## src/rtl/imem_loader_pkg.sv

```systemverilog
`default_nettype none
// ----------------------------------------------------------------------------
// imem_loader_pkg : shared states and default geometry for the program loader
// Revision 1.0
// ----------------------------------------------------------------------------
package imem_loader_pkg;

    typedef enum logic [1:0] {
        IDLE = 2'd0,
        LOAD = 2'd1,
        DONE = 2'd2,
        ERR  = 2'd3
    } state_t;

    localparam int          c_DEFAULT_DEPTH     = 512;
    localparam int          c_DEFAULT_STRIDE    = 4;
    localparam logic [31:0] c_DEFAULT_BASE_ADDR = 32'h0000_0000;

endpackage
`default_nettype wire

```

## src/rtl/imem_loader_wr_stage.sv

```systemverilog
`default_nettype none
// ----------------------------------------------------------------------------
// imem_loader_wr_stage : registered address/data/write-enable stage that
// drives the instruction-memory external port one cycle after a transfer
// Revision 1.0
// ----------------------------------------------------------------------------
module imem_loader_wr_stage #(
    parameter int                DATA_W    = 32,
    parameter int                ADDR_W    = 32,
    parameter int                CNT_W     = 10,
    parameter int                STRIDE    = 4,
    parameter logic [ADDR_W-1:0] BASE_ADDR = '0
) (
    input  logic              clk,
    input  logic              arst_n,
    input  logic              xfer,
    input  logic [CNT_W-1:0]  idx,
    input  logic [DATA_W-1:0] data,
    output logic [ADDR_W-1:0] addr_ext,
    output logic              wen_ext,
    output logic [DATA_W-1:0] wdata_ext
);

    logic [ADDR_W-1:0] w_addr;

    // Modulo 2^ADDR_W on purpose: no wrap detection on the address.
    assign w_addr = BASE_ADDR + ADDR_W'(idx) * ADDR_W'(STRIDE);

    always_ff @(posedge clk or negedge arst_n) begin
        if (!arst_n) begin
            addr_ext  <= BASE_ADDR;
            wen_ext   <= 1'b0;
            wdata_ext <= '0;
        end else begin
            wen_ext <= xfer;
            if (xfer) begin
                addr_ext  <= w_addr;
                wdata_ext <= data;
            end
        end
    end

endmodule
`default_nettype wire

```

## src/rtl/imem_loader.sv

```systemverilog
`default_nettype none
// ----------------------------------------------------------------------------
// imem_loader : boot-time loader streaming words into instruction memory, then
// enabling the CPU. Optional running checksum via IMEM_LOADER_CHECKSUM_EN.
// Revision 1.0
// ----------------------------------------------------------------------------
module imem_loader
    import imem_loader_pkg::*;
#(
    parameter int                DATA_W    = 32,
    parameter int                ADDR_W    = 32,
    parameter int                DEPTH     = c_DEFAULT_DEPTH,
    parameter logic [ADDR_W-1:0] BASE_ADDR = ADDR_W'(c_DEFAULT_BASE_ADDR),
    parameter int                STRIDE    = c_DEFAULT_STRIDE
) (
    input  logic                       clk,
    input  logic                       arst_n,
    input  logic                       start,
    input  logic                       clear,
    input  logic                       in_valid,
    output logic                       in_ready,
    input  logic [DATA_W-1:0]          in_data,
    input  logic                       in_last,
    output logic [ADDR_W-1:0]          addr_ext,
    output logic                       wen_ext,
    output logic                       ren_ext,
    output logic [DATA_W-1:0]          wdata_ext,
    output logic                       cpu_enable,
    output logic [$clog2(DEPTH+1)-1:0] word_count,
    output logic                       busy,
`ifdef IMEM_LOADER_CHECKSUM_EN
    output logic [DATA_W-1:0]          checksum,
    input  logic [DATA_W-1:0]          exp_checksum,
`endif
    output logic                       error
);

    localparam int CNT_W = $clog2(DEPTH+1);

    state_t           r_state;
    logic [CNT_W-1:0] r_idx;
    logic             w_xfer;
    logic             w_last_ok;

    assign in_ready   = (r_state == LOAD);
    assign w_xfer     = in_valid && in_ready && !clear;
    assign ren_ext    = 1'b0;
    assign word_count = r_idx;

`ifdef IMEM_LOADER_CHECKSUM_EN
    logic [DATA_W-1:0] r_sum;
    logic [DATA_W-1:0] w_sum_next;

    assign w_sum_next = r_sum + in_data;
    assign w_last_ok  = (w_sum_next == exp_checksum);
    assign checksum   = r_sum;

    always_ff @(posedge clk or negedge arst_n) begin
        if (!arst_n)
            r_sum <= '0;
        else if (clear || (r_state == IDLE && start))
            r_sum <= '0;
        else if (w_xfer)
            r_sum <= w_sum_next;
    end
`else
    assign w_last_ok = 1'b1;
`endif

    always_ff @(posedge clk or negedge arst_n) begin
        if (!arst_n) begin
            r_state    <= IDLE;
            r_idx      <= '0;
            busy       <= 1'b0;
            cpu_enable <= 1'b0;
            error      <= 1'b0;
        end else if (clear) begin
            r_state    <= IDLE;
            busy       <= 1'b0;
            cpu_enable <= 1'b0;
            error      <= 1'b0;
        end else begin
            case (r_state)
                IDLE: begin
                    if (start) begin
                        r_state <= LOAD;
                        r_idx   <= '0;
                        busy    <= 1'b1;
                        error   <= 1'b0;
                    end
                end
                LOAD: begin
                    if (w_xfer) begin
                        if (r_idx != CNT_W'(DEPTH))
                            r_idx <= r_idx + CNT_W'(1);
                        // in_last wins over overflow, so the DEPTH-th word may end cleanly.
                        if (in_last && w_last_ok) begin
                            r_state <= DONE;
                            busy    <= 1'b0;
                        end else if (in_last || r_idx == CNT_W'(DEPTH-1)) begin
                            r_state <= ERR;
                            busy    <= 1'b0;
                            error   <= 1'b1;
                        end
                    end
                end
                // One-cycle gap keeps cpu_enable clear of the final write.
                DONE: cpu_enable <= 1'b1;
                ERR: begin
                    cpu_enable <= 1'b0;
                    error      <= 1'b1;
                end
                default: r_state <= IDLE;
            endcase
        end
    end

    imem_loader_wr_stage #(
        .DATA_W    (DATA_W),
        .ADDR_W    (ADDR_W),
        .CNT_W     (CNT_W),
        .STRIDE    (STRIDE),
        .BASE_ADDR (BASE_ADDR)
    ) u_wr_stage (
        .clk       (clk),
        .arst_n    (arst_n),
        .xfer      (w_xfer),
        .idx       (r_idx),
        .data      (in_data),
        .addr_ext  (addr_ext),
        .wen_ext   (wen_ext),
        .wdata_ext (wdata_ext)
    );

endmodule
`default_nettype wire

```

## config.mk

```make
export PLATFORM = sky130hd
export DESIGN_NAME = imem_loader
export DESIGN_NICKNAME = d
export VERILOG_FILES = /design/src/rtl/imem_loader_pkg.sv /design/src/rtl/imem_loader_wr_stage.sv /design/src/rtl/imem_loader.sv
export SDC_FILE = /design/constraint.sdc
export NUM_CORES = 1
export LEC_CHECK = 0
export ABC_AREA = 1
export BUFFER_PORTS_ARGS = -buffer_cell sky130_fd_sc_hd__buf_2
export CORE_UTILIZATION = 48
export DETAILED_ROUTE_END_ITERATION = 6
export PLACE_DENSITY_LB_ADDON = 0.2
export SETUP_SLACK_MARGIN = 0.15
export SLEW_MARGIN = 30
export SYNTH_ARGS = -nofsm -noshare
export SYNTH_HDL_FRONTEND = slang
export SYNTH_HIERARCHICAL = 1
export SYNTH_SLANG_ARGS = --single-unit
```

## constraint.sdc

```tcl
create_clock -name clk -period 2.4 [get_ports clk]
set_input_delay 0.48 -clock clk [delete_from_list [all_inputs] [get_ports clk]]
set_output_delay 0.48 -clock clk [all_outputs]
set_load 0.05 [all_outputs]
```

==> results.toml, run 1 <==
[outcome]
status = "finished, final reports clean"

[sta]
fin_crit_ns = 1.999
rsz0062_at_grt = "false"
maxSlewHeadroom_pct = 65.27
fmax_mhz = 500.3
timing.final.max_slew_violations = 0
setup_tns_ns = 0
worst_pin_slew_ns = 0.5203
fin_crit_sh_pct = 83.29
finalSetupViolations = 0
finClkSkew_ns = 0.007154
hold_violations = 0

[logic_synthesis]
synth_seq_area_share_pct = 49.87
yosysUniqueCellTypes = 27
async_flop_share_pct = 100.0
synthTopCellsByCount = "nand2_1 (150), dfrtp_1 (58), buf_4 (26)"
synth_area_per_cell_um2 = 8.560
ys_warn_count = 6
synth_seq_cells = 58
synth_area_leaders = "dfrtp_1 (50%), nand2_1 (19%), buf_4 (6.7%)"
synth_area_um2 = 2910
netlist_instances = 340
synth-edff-count = 0
ys.flop_type = "dfrtp_1"
yosys.area.top_type = "dfrtp_1"
synth.most_common_cell = "nand2_1"
yosys.area.top_type_share_pct = 49.87

[placed_design]
gp_congestion = 0.8741
portBuffers = 94
hpwlAfterDp_um = 4387

[power_and_ir_drop]
p_seq_share_pct = 31.6
switchingPower_mw = 2.581
ir_drop_mv = 0.7655
p_comb_share_pct = 51.3
clkPwrFrac_pct = 17.1
power.internal_mw = 2.350
swShare_pct = 52.34
powerDensity_nw_per_um2 = 1406
power.total_mw = 4.930
leakage_nw = 2.044

[global_routing]
grt_util_met3_pct = 6.286
grt_pass1_wl_um = 9825
grt_use_met2_pct = 32.39
top_usage_layer = "met2"
grt_use_met1_pct = 25.72
gr-total-overflow = 0
first_global_vias = 2165
antenna_found_initial = 0
grt_max_degree = 43
track_usage_pct = 20.19

[clock_network]
cts_tree = "yes"
cts_resized = 0
cts_sinks = 58
clk_pin_slew_ns = 0.06
clockBufferDepth = 2
worst_skew_pair.late_latency_ns = 0.32
post_cts_buffers = 0
h-tree-depth = 3
numCtsBuffers = 9
hold_buffers = 0
cts_root_buf = "clkbuf_8"

[critical_path]
cp-end-kind = "output pin"
worstPathRequired_ns = 1.92
crit_family = "buffers and inverters"
worstPathArrival_ns = 1.52
critPathBufInv = 3
cp_slowest_cell = "dfrtp_1"
cp_slowest_stage_delay_ns = 0.43
critPathKind = "reg -> out"
start_kind = "flip-flop"
path_max_fanout = 10
path_cells = "inv_1, ha_1, buf_4, buf_2"

[die]
die_w_um = 79.87
io_pins = 118
die-area_um2 = 6378
dieHeight_um = 79.87
start_util_pct = 51.28
core_area_um2 = 5675
num_rows = 27

[finish]
multi_input_area_um2 = 1180
syn_to_final_growth_pct = 20.51
seq_area_um2 = 1451
diodes = 0
drive_above_1_share_pct = 32.73
fill_cells = 536
layout.nets = 482

[route]
post-route-drc-count = 0
via_per_inst = 4.643
wirelength_um = 6071
postRouteAntennaNets = 0
drt-pass1-iter-count = 4
vias = 2391
wl_per_cell_um = 11.79
drt_iter0_drc = 96

[worst_hold_path]
min_path_type = "in -> async"

[job]
maxCapViolCount = 0
## metrics by stage
stage                     utilization [%]  hold slack (ns)  cells  area, µm²  setup WS, ns
after CTS                           61.79           0.2102    515       3507        0.3850
final                               61.79           0.2066    515       3507        0.4011
after floorplan                         -           0.1844    361       2989        0.5004
after global routing                61.79           0.2288    515       3507        0.2981
after detailed placement            58.53           0.4528    499       3322        0.6392
after global placement              58.53           0.4477    499       3322        0.6710
## final timing paths
path,slack (ns),depth (start not counted),start,end
max reg2reg,0.66,11,r_state[1],word_count[0]
max in group asynchronous,1.53,3,arst_n,u_wr_stage/wdata_ext[14]
max,0.40,4,r_state[1],in_ready
min reg2reg,0.46,2,u_wr_stage/addr_ext[11],u_wr_stage/addr_ext[11]
min in group clk,0.36,3,in_data[5],u_wr_stage/wdata_ext[5]
min,0.21,2,arst_n,u_wr_stage/wdata_ext[26]
## layout by cell type (no fill, tap or decap), types with 2 or more instances in the layout
cell,count
buf_2,94
inv_1,14
nand3_2,2
nor2_1,17
o21ai_2,7
o21ai_0,2
conb_1,23
nand2_2,12
inv_2,2
nor3_1,2
ha_1,6
nand2_4,2
clkinv_2,4
clkbuf_8,9
nand2_1,150
nand4_1,5
dfrtp_1,58
or2_2,2
xor2_1,3
buf_4,4
nand3_1,14
## metal layers
layer	wire, µm	share of wire (%)
met2	2845	47
met4	16	0.26
met5	0	0
met1	2816	46
met3	393	6.5
## final cells by class
type                    instances  share of cell area, %
clock buffers                  10                  3.639
multi-input cells             252                  33.64
inverters                      18                  2.283
flip-flops and latches         58                  41.38
repair buffers                 99                  14.84
well taps                      72                  2.569
clock inverters                 6                  1.641
## worst register-to-register path, delay by kind of cell (launching register included)
kind            cells  cell delay (ns)
fa+ha+maj           1             0.22
flops               1             0.41
buf+inv             4             0.48
simple gates        5             0.48
compound gates      1             0.05
## power by group through the flow
stage / sequential [mW] / clock (mW) / combinational, mW
final: 1.56 / 0.844 / 2.53
after CTS: 1.56 / 0.876 / 2.54
after detailed placement: 1.58 / 0 / 2.54
after global routing: 1.61 / 0.917 / 2.70
after floorplan: 2.77 / 0 / 0.821
after global placement: 1.57 / 0 / 2.51
## kinds of logic (layout without fill, tap and decap cells)
family	after synthesis	in the layout	synth area share, %
adder cells (fa/ha/maj)	6	6	2.579
buffers and inverters	51	133	12.30
AND/OR/NAND/NOR	209	209	31.17
XOR/XNOR	4	4	1.204
flip-flops	58	58	49.87
other	2	23	0.2580
AO/OA/AOI/OAI	10	10	2.622
## flip-flops by register name, summed over array words and instances, names as in the netlist
signal,count
u_wr_stage/addr_ext,10
word_count,10
error,1
u_wr_stage/wdata_ext,32
u_wr_stage/wen_ext,1
r_state,2
cpu_enable,1
busy,1
No activity file was read; power rests on OpenSTA's default activity.
==> run 2, diff against run 1 <==
==> constraint.sdc (replaced) <==
create_clock -name clk -period 2 [get_ports clk]
set_input_delay 0.4 -clock clk [delete_from_list [all_inputs] [get_ports clk]]
set_output_delay 0.4 -clock clk [all_outputs]
set_load 0.05 [all_outputs]
==> results.toml, run 2 (synthesis gave the netlist of run 1 again) <==
[sta]
rsz0062_at_grt = "false"
hold_violations = 0
fin_crit_ns = 1.733
fin_crit_sh_pct = 86.64
finClkSkew_ns = 0.007351
fmax_mhz = 577.1
setup_tns_ns = 0
finalSetupViolations = 0
timing.final.max_slew_violations = 0

[finish]
fin_area_um2 = 3538
multi_input_area_um2 = 1192
largest_register = "u_wr_stage/wdata_ext"
fill_cells = 510
syn_to_final_growth_pct = 21.58
drive_above_1_share_pct = 32.73
final_cell_mix = "nand2_1 (150), buf_2 (93), dfrtp_1 (58)"
seq_area_um2 = 1451
largest_register_ffs = 32
diodes = 0
layout.nets = 482
final_common_cell = "nand2_1"

[placed_design]
portBuffers = 94
gp_congestion = 0.8677
hpwlAfterDp_um = 4418
postPlaceCellArea_um2 = 3317

[power_and_ir_drop]
powerDensity_nw_per_um2 = 1695
leakage_nw = 2.055
ir_drop_mv = 0.9011

[clock_network]
h-tree-depth = 3
numCtsBuffers = 9
cts_root_buf = "clkbuf_8"
cts_tree = "yes"
cts_sinks = 58
clk_pin_slew_ns = 0.07
post_cts_buffers = 0
clockBufferDepth = 2
worst_skew_pair.late_latency_ns = 0.33

[critical_path]
critPathKind = "reg -> out"
critPathBufInv = 2
worstPathRequired_ns = 1.60
critical_path_depth = 3
ff2ff_setup_slack_ns = 0.31
timing.rr.end = "word_count[4]"
path_max_fanout = 11
crit_family = "flip-flops"
start_kind = "flip-flop"
cp_slowest_cell = "dfrtp_1"
critPathCapture = "in_ready"
path_cells = "inv_1, ha_4, buf_4"
critPathLaunch = "r_state[1]"
r2r_cells = 10
cp_slowest_stage_delay_ns = 0.41
worstPathArrival_ns = 1.33
cp-end-kind = "output pin"
reg2reg_from = "r_state[0]"

[route]
drt_iter0_drc = 106
drt-pass1-iter-count = 4
postRouteAntennaNets = 0
post-route-drc-count = 0
vias = 2379
wl_per_cell_um = 11.79
wirelength_um = 6072
via_per_inst = 4.619

[die]
dieHeight_um = 79.87
start_util_pct = 51.28
io_pins = 118
die_w_um = 79.87
core_area_um2 = 5675
num_rows = 27
die-area_um2 = 6378

[outcome]
status = "finished, final reports clean"

[global_routing]
track_usage_pct = 20.00
antenna_found_initial = 0
gr-total-overflow = 0
first_global_vias = 2232
grt_pass1_wl_um = 9749
grt_max_degree = 55

[worst_hold_path]
min_path_type = "in -> reg"

[job]
maxCapViolCount = 0
run 2: tightest hold or removal path, cell delays in order:
cell,delay [ns]
buf_2,0.07
nand2_1,0.04
nand2_1,0.05
run 2: report_power, final:
part           internal [mW]  switching (mW)  total [mW]
logic                  0.677            2.39        3.07
registers               1.59           0.281        1.88
clock network          0.605           0.451        1.06
total                   2.88            3.12        6.00
run 2: worst min path at each step:
| stage | start | to | slack [ns] | depth (start not counted) |
|---|---|---|---|---|
| after floorplan | arst_n | busy | 0.10 | 0 |
| after global placement | arst_n | u_wr_stage/wdata_ext[25] | 0.23 | 1 |
| after detailed placement | arst_n | u_wr_stage/wdata_ext[26] | 0.23 | 1 |
| after CTS | in_data[20] | u_wr_stage/wdata_ext[20] | 0.26 | 3 |
| after global routing | in_data[12] | u_wr_stage/wdata_ext[12] | 0.27 | 3 |
| final | in_data[31] | u_wr_stage/wdata_ext[31] | 0.27 | 3 |
run 2: stage by stage:
stage | utilization, % | total power [mW] | hold slack [ns] | cells | setup WS, ns
after global routing | 62.35 | 6.342 | 0.2685 | 515 | 0.1697
after global placement | 58.44 | 4.887 | 0.2287 | 498 | 0.2709
after floorplan | - | 4.316 | 0.1044 | 361 | 0.2566
after CTS | 62.28 | 6.053 | 0.2558 | 515 | 0.2505
final | 62.35 | 5.997 | 0.2722 | 515 | 0.2672
after detailed placement | 58.44 | 4.954 | 0.2336 | 498 | 0.1731
run 2: repair_timing:
| action | 4_1_cts | 5_1_grt |
|---|---|---|
| endpoints found under the setup margin | 1 | 3 |
| hold buffers | 1 | 0 |
| hold endpoints to repair | 4 | 0 |
| gates resized for setup | 2 | 1 |
run 2: layout make-up:
type / instances / area share, %
clock buffer: 11 / 3.996
clock inverter: 5 / 1.521
inverter: 18 / 2.263
multi-input combinational: 252 / 33.70
sequential: 58 / 41.02
tap: 72 / 2.546
timing repair buffer: 99 / 14.96
run 2: layer usage:
metal | wire length (µm) | GRT usage (%) | vias to the layer above
met5 | 0 | 0 | -
met2 | 2838 | 34.10 | 83
met4 | 74 | 7.500 | 0
met1 | 2746 | 24.76 | 1093
met3 | 413 | 4.229 | 8
li1 | - | - | 1195
==> run 3, diff against run 2 <==
--- a/config.mk
+++ b/config.mk
@@ -5,7 +5,7 @@
 export SDC_FILE = /design/constraint.sdc
 export NUM_CORES = 1
 export LEC_CHECK = 0
-export ABC_AREA = 1
+export ABC_AREA = 0
 export BUFFER_PORTS_ARGS = -buffer_cell sky130_fd_sc_hd__buf_2
 export CORE_UTILIZATION = 48
 export DETAILED_ROUTE_END_ITERATION = 6
==> results.toml, run 3 <==
[outcome]
status = "finished, final reports clean"

[sta]
timing.final.max_slew_violations = 0
rsz0062_at_grt = "true"
finClkSkew_ns = 0.008094
fmax_mhz = 531.0
finalSetupViolations = 0
whs_ns = 0.05238
setup_tns_ns = 0
fin_crit_sh_pct = 94.17
hold_violations = 0
finalWorstSetupSlack_ns = 0.1166
fin_crit_ns = 1.883

[logic_synthesis]
async_flop_share_pct = 100.0
yosys.area.top_type = "dfrtp_1"
synth-edff-count = 0
synth.most_common_cell = "dfrtp_1"
synth_top_family_by_area = "multiplexers"
ys_warn_count = 6
ys.flop_type = "dfrtp_1"
synth_seq_cells = 58
synth_mux_area_share_pct = 21.85
synth-xor-area-share_pct = 0.2970
synthAdderAreaFrac_pct = 2.546
synth_seq_area_share_pct = 49.22
synth-compound-area-share_pct = 6.237
synthTopCellsByCount = "dfrtp_1 (58), mux2_4 (40), buf_4 (23)"
netlist_instances = 220
synth-simple-area-share_pct = 8.910
yosysUniqueCellTypes = 45
synth_area_leaders = "dfrtp_1 (49%), mux2_4 (20%), buf_4 (5.9%)"
synth_area_per_cell_um2 = 13.40
yosys.area.top_type_share_pct = 49.22
synth_area_um2 = 2949

[power_and_ir_drop]
switchingPower_mw = 2.779
swShare_pct = 46.80
p_comb_share_pct = 52.0
leakage_nw = 1.930
ir_drop_mv = 0.9574
powerDensity_nw_per_um2 = 1555
clkPwrFrac_pct = 16.8
power.internal_mw = 3.159
p_seq_share_pct = 31.2

[die]
dieHeight_um = 80.39
num_rows = 28
die_w_um = 80.39
core_area_um2 = 5921
io_pins = 118
start_util_pct = 49.81
die-area_um2 = 6462

[job]
maxCapViolCount = 0

[route]
drt-pass1-iter-count = 4
wirelength_um = 6195
via_per_inst = 5.075
wl_per_cell_um = 15.00
post-route-drc-count = 0
vias = 2096
postRouteAntennaNets = 0
drt_iter0_drc = 59

[finish]
layout.nets = 378
largest_register = "u_wr_stage/wdata_ext"
final_common_cell = "buf_2"
drive_above_1_share_pct = 58.58
fill_cells = 458
final_cell_mix = "buf_2 (93), dfrtp_1 (55), mux2_4 (40)"
seq_area_um2 = 1455
diodes = 0
multi_input_area_um2 = 1376
syn_to_final_growth_pct = 29.44
largest_register_ffs = 32

[clock_network]
clk_pin_slew_ns = 0.06
hold_buffers = 0
cts_root_buf = "clkbuf_8"
cts_tree = "yes"
clockBufferDepth = 2
cts_sinks = 58
h-tree-depth = 3
worst_skew_pair.late_latency_ns = 0.32
numCtsBuffers = 9

[critical_path]
critPathLaunch = "r_state[0]"
critPathKind = "reg -> reg"
reg2reg_from = "r_state[0]"
cp-end-kind = "flip-flop"
worstPathArrival_ns = 2.13
cp_slowest_stage_delay_ns = 0.45
worstPathRequired_ns = 2.25
ff2ff_setup_slack_ns = 0.12
cp_slowest_cell = "or4_4"
path_max_fanout = 6
path_cells = "inv_2, ha_4, mux2i_4, or4_4, or3_4, a21oi_2"
timing.rr.end = "word_count[7]"
start_kind = "flip-flop"
r2r_cells = 6

[placed_design]
hpwlAfterDp_um = 3882
portBuffers = 94
gp_congestion = 0.8889
place_ws_ns = 0.01975

[global_routing]
gr-total-overflow = 0
antenna_found_initial = 0
grt_max_degree = 59
first_global_vias = 1899
grt_pass1_wl_um = 9121
track_usage_pct = 18.95

[worst_hold_path]
min_path_type = "in -> async"
==> run 3: area by class of cell <==
class | instances | area share (%)
Clock inverter | 2 | 0.2622
Sequential cell | 58 | 38.12
Multi-Input combinational cell | 146 | 36.05
Tap cell | 75 | 2.458
Clock buffer | 13 | 4.687
Timing Repair Buffer | 112 | 17.67
Inverter | 7 | 0.7539
==> run 3: worst max path at each step <==
stage	endpoint	slack (ns)	cells after the start
after detailed placement	word_count[8]	0.02	6
after CTS	word_count[2]	0.13	7
after global placement	word_count[8]	0.07	6
after floorplan	word_count[8]	0.06	6
after global routing	word_count[7]	0.04	6
final	word_count[7]	0.12	6
==> run 3: kinds of logic (layout without fill, tap and decap cells) <==
kind of cell	after synthesis	in the layout
buffers and inverters	37	134
AND/OR/NAND/NOR	43	43
multiplexers	44	44
flip-flops	58	58
AO/OA/AOI/OAI	29	29
adder cells (fa/ha/maj)	6	6
other	2	23
XOR/XNOR	1	1
==> run 3: timing repair <==
item,CTS,global route
setup buffers,4,5
endpoints found under the setup margin,16,32
resized for setup,3,16
pin swaps,5,6
endpoints found under the hold margin,0,0
gates cloned,1,1
==> run 3: per-stage QoR <==
stage / util [%] / std cells / power, mW / area (µm²)
6_report: 64.48 / 413 / 5.937 / 3817
5_1_grt: 64.48 / 413 / 6.227 / 3817
4_1_cts: 62.47 / 407 / 5.930 / 3699
3_5_place_dp: 58.14 / 387 / 4.859 / 3442
3_3_place_gp: 58.14 / 387 / 4.824 / 3442
2_1_floorplan: - / 241 / 4.273 / 3083
==> run 3: layer usage <==
layer	vias up	share of wire [%]	global-route usage (%)	routed length [µm]
met5	-	0	0	0
met4	0	0.42	6.786	26
met3	4	7.3	7.159	455
met2	94	46	27.88	2829
met1	1027	47	25.29	2884
li1	971	-	-	-
==> run 3: critical path: cells and delay by family, from the launching register on <==
| kind | cells | cell delay, ns |
|---|---|---|
| buffers and inverters | 1 | 0.07 |
| adders and majority gates | 1 | 0.17 |
| muxes | 1 | 0.20 |
| and+or+nand+nor | 2 | 0.83 |
| AOI/OAI and AO/OA | 1 | 0.11 |
| DFF | 1 | 0.42 |
==> run 3: power by group through the flow <==
| stage | Sequential [mW] | Clock [mW] | Combinational, mW |
|---|---|---|---|
| finish | 1.85 | 0.998 | 3.08 |
| CTS | 1.85 | 1.04 | 3.04 |
| global route | 1.91 | 1.09 | 3.22 |
| floorplan | 3.26 | 0 | 1.01 |
| detailed placement | 1.87 | 0 | 2.99 |
| global placement | 1.84 | 0 | 2.98 |
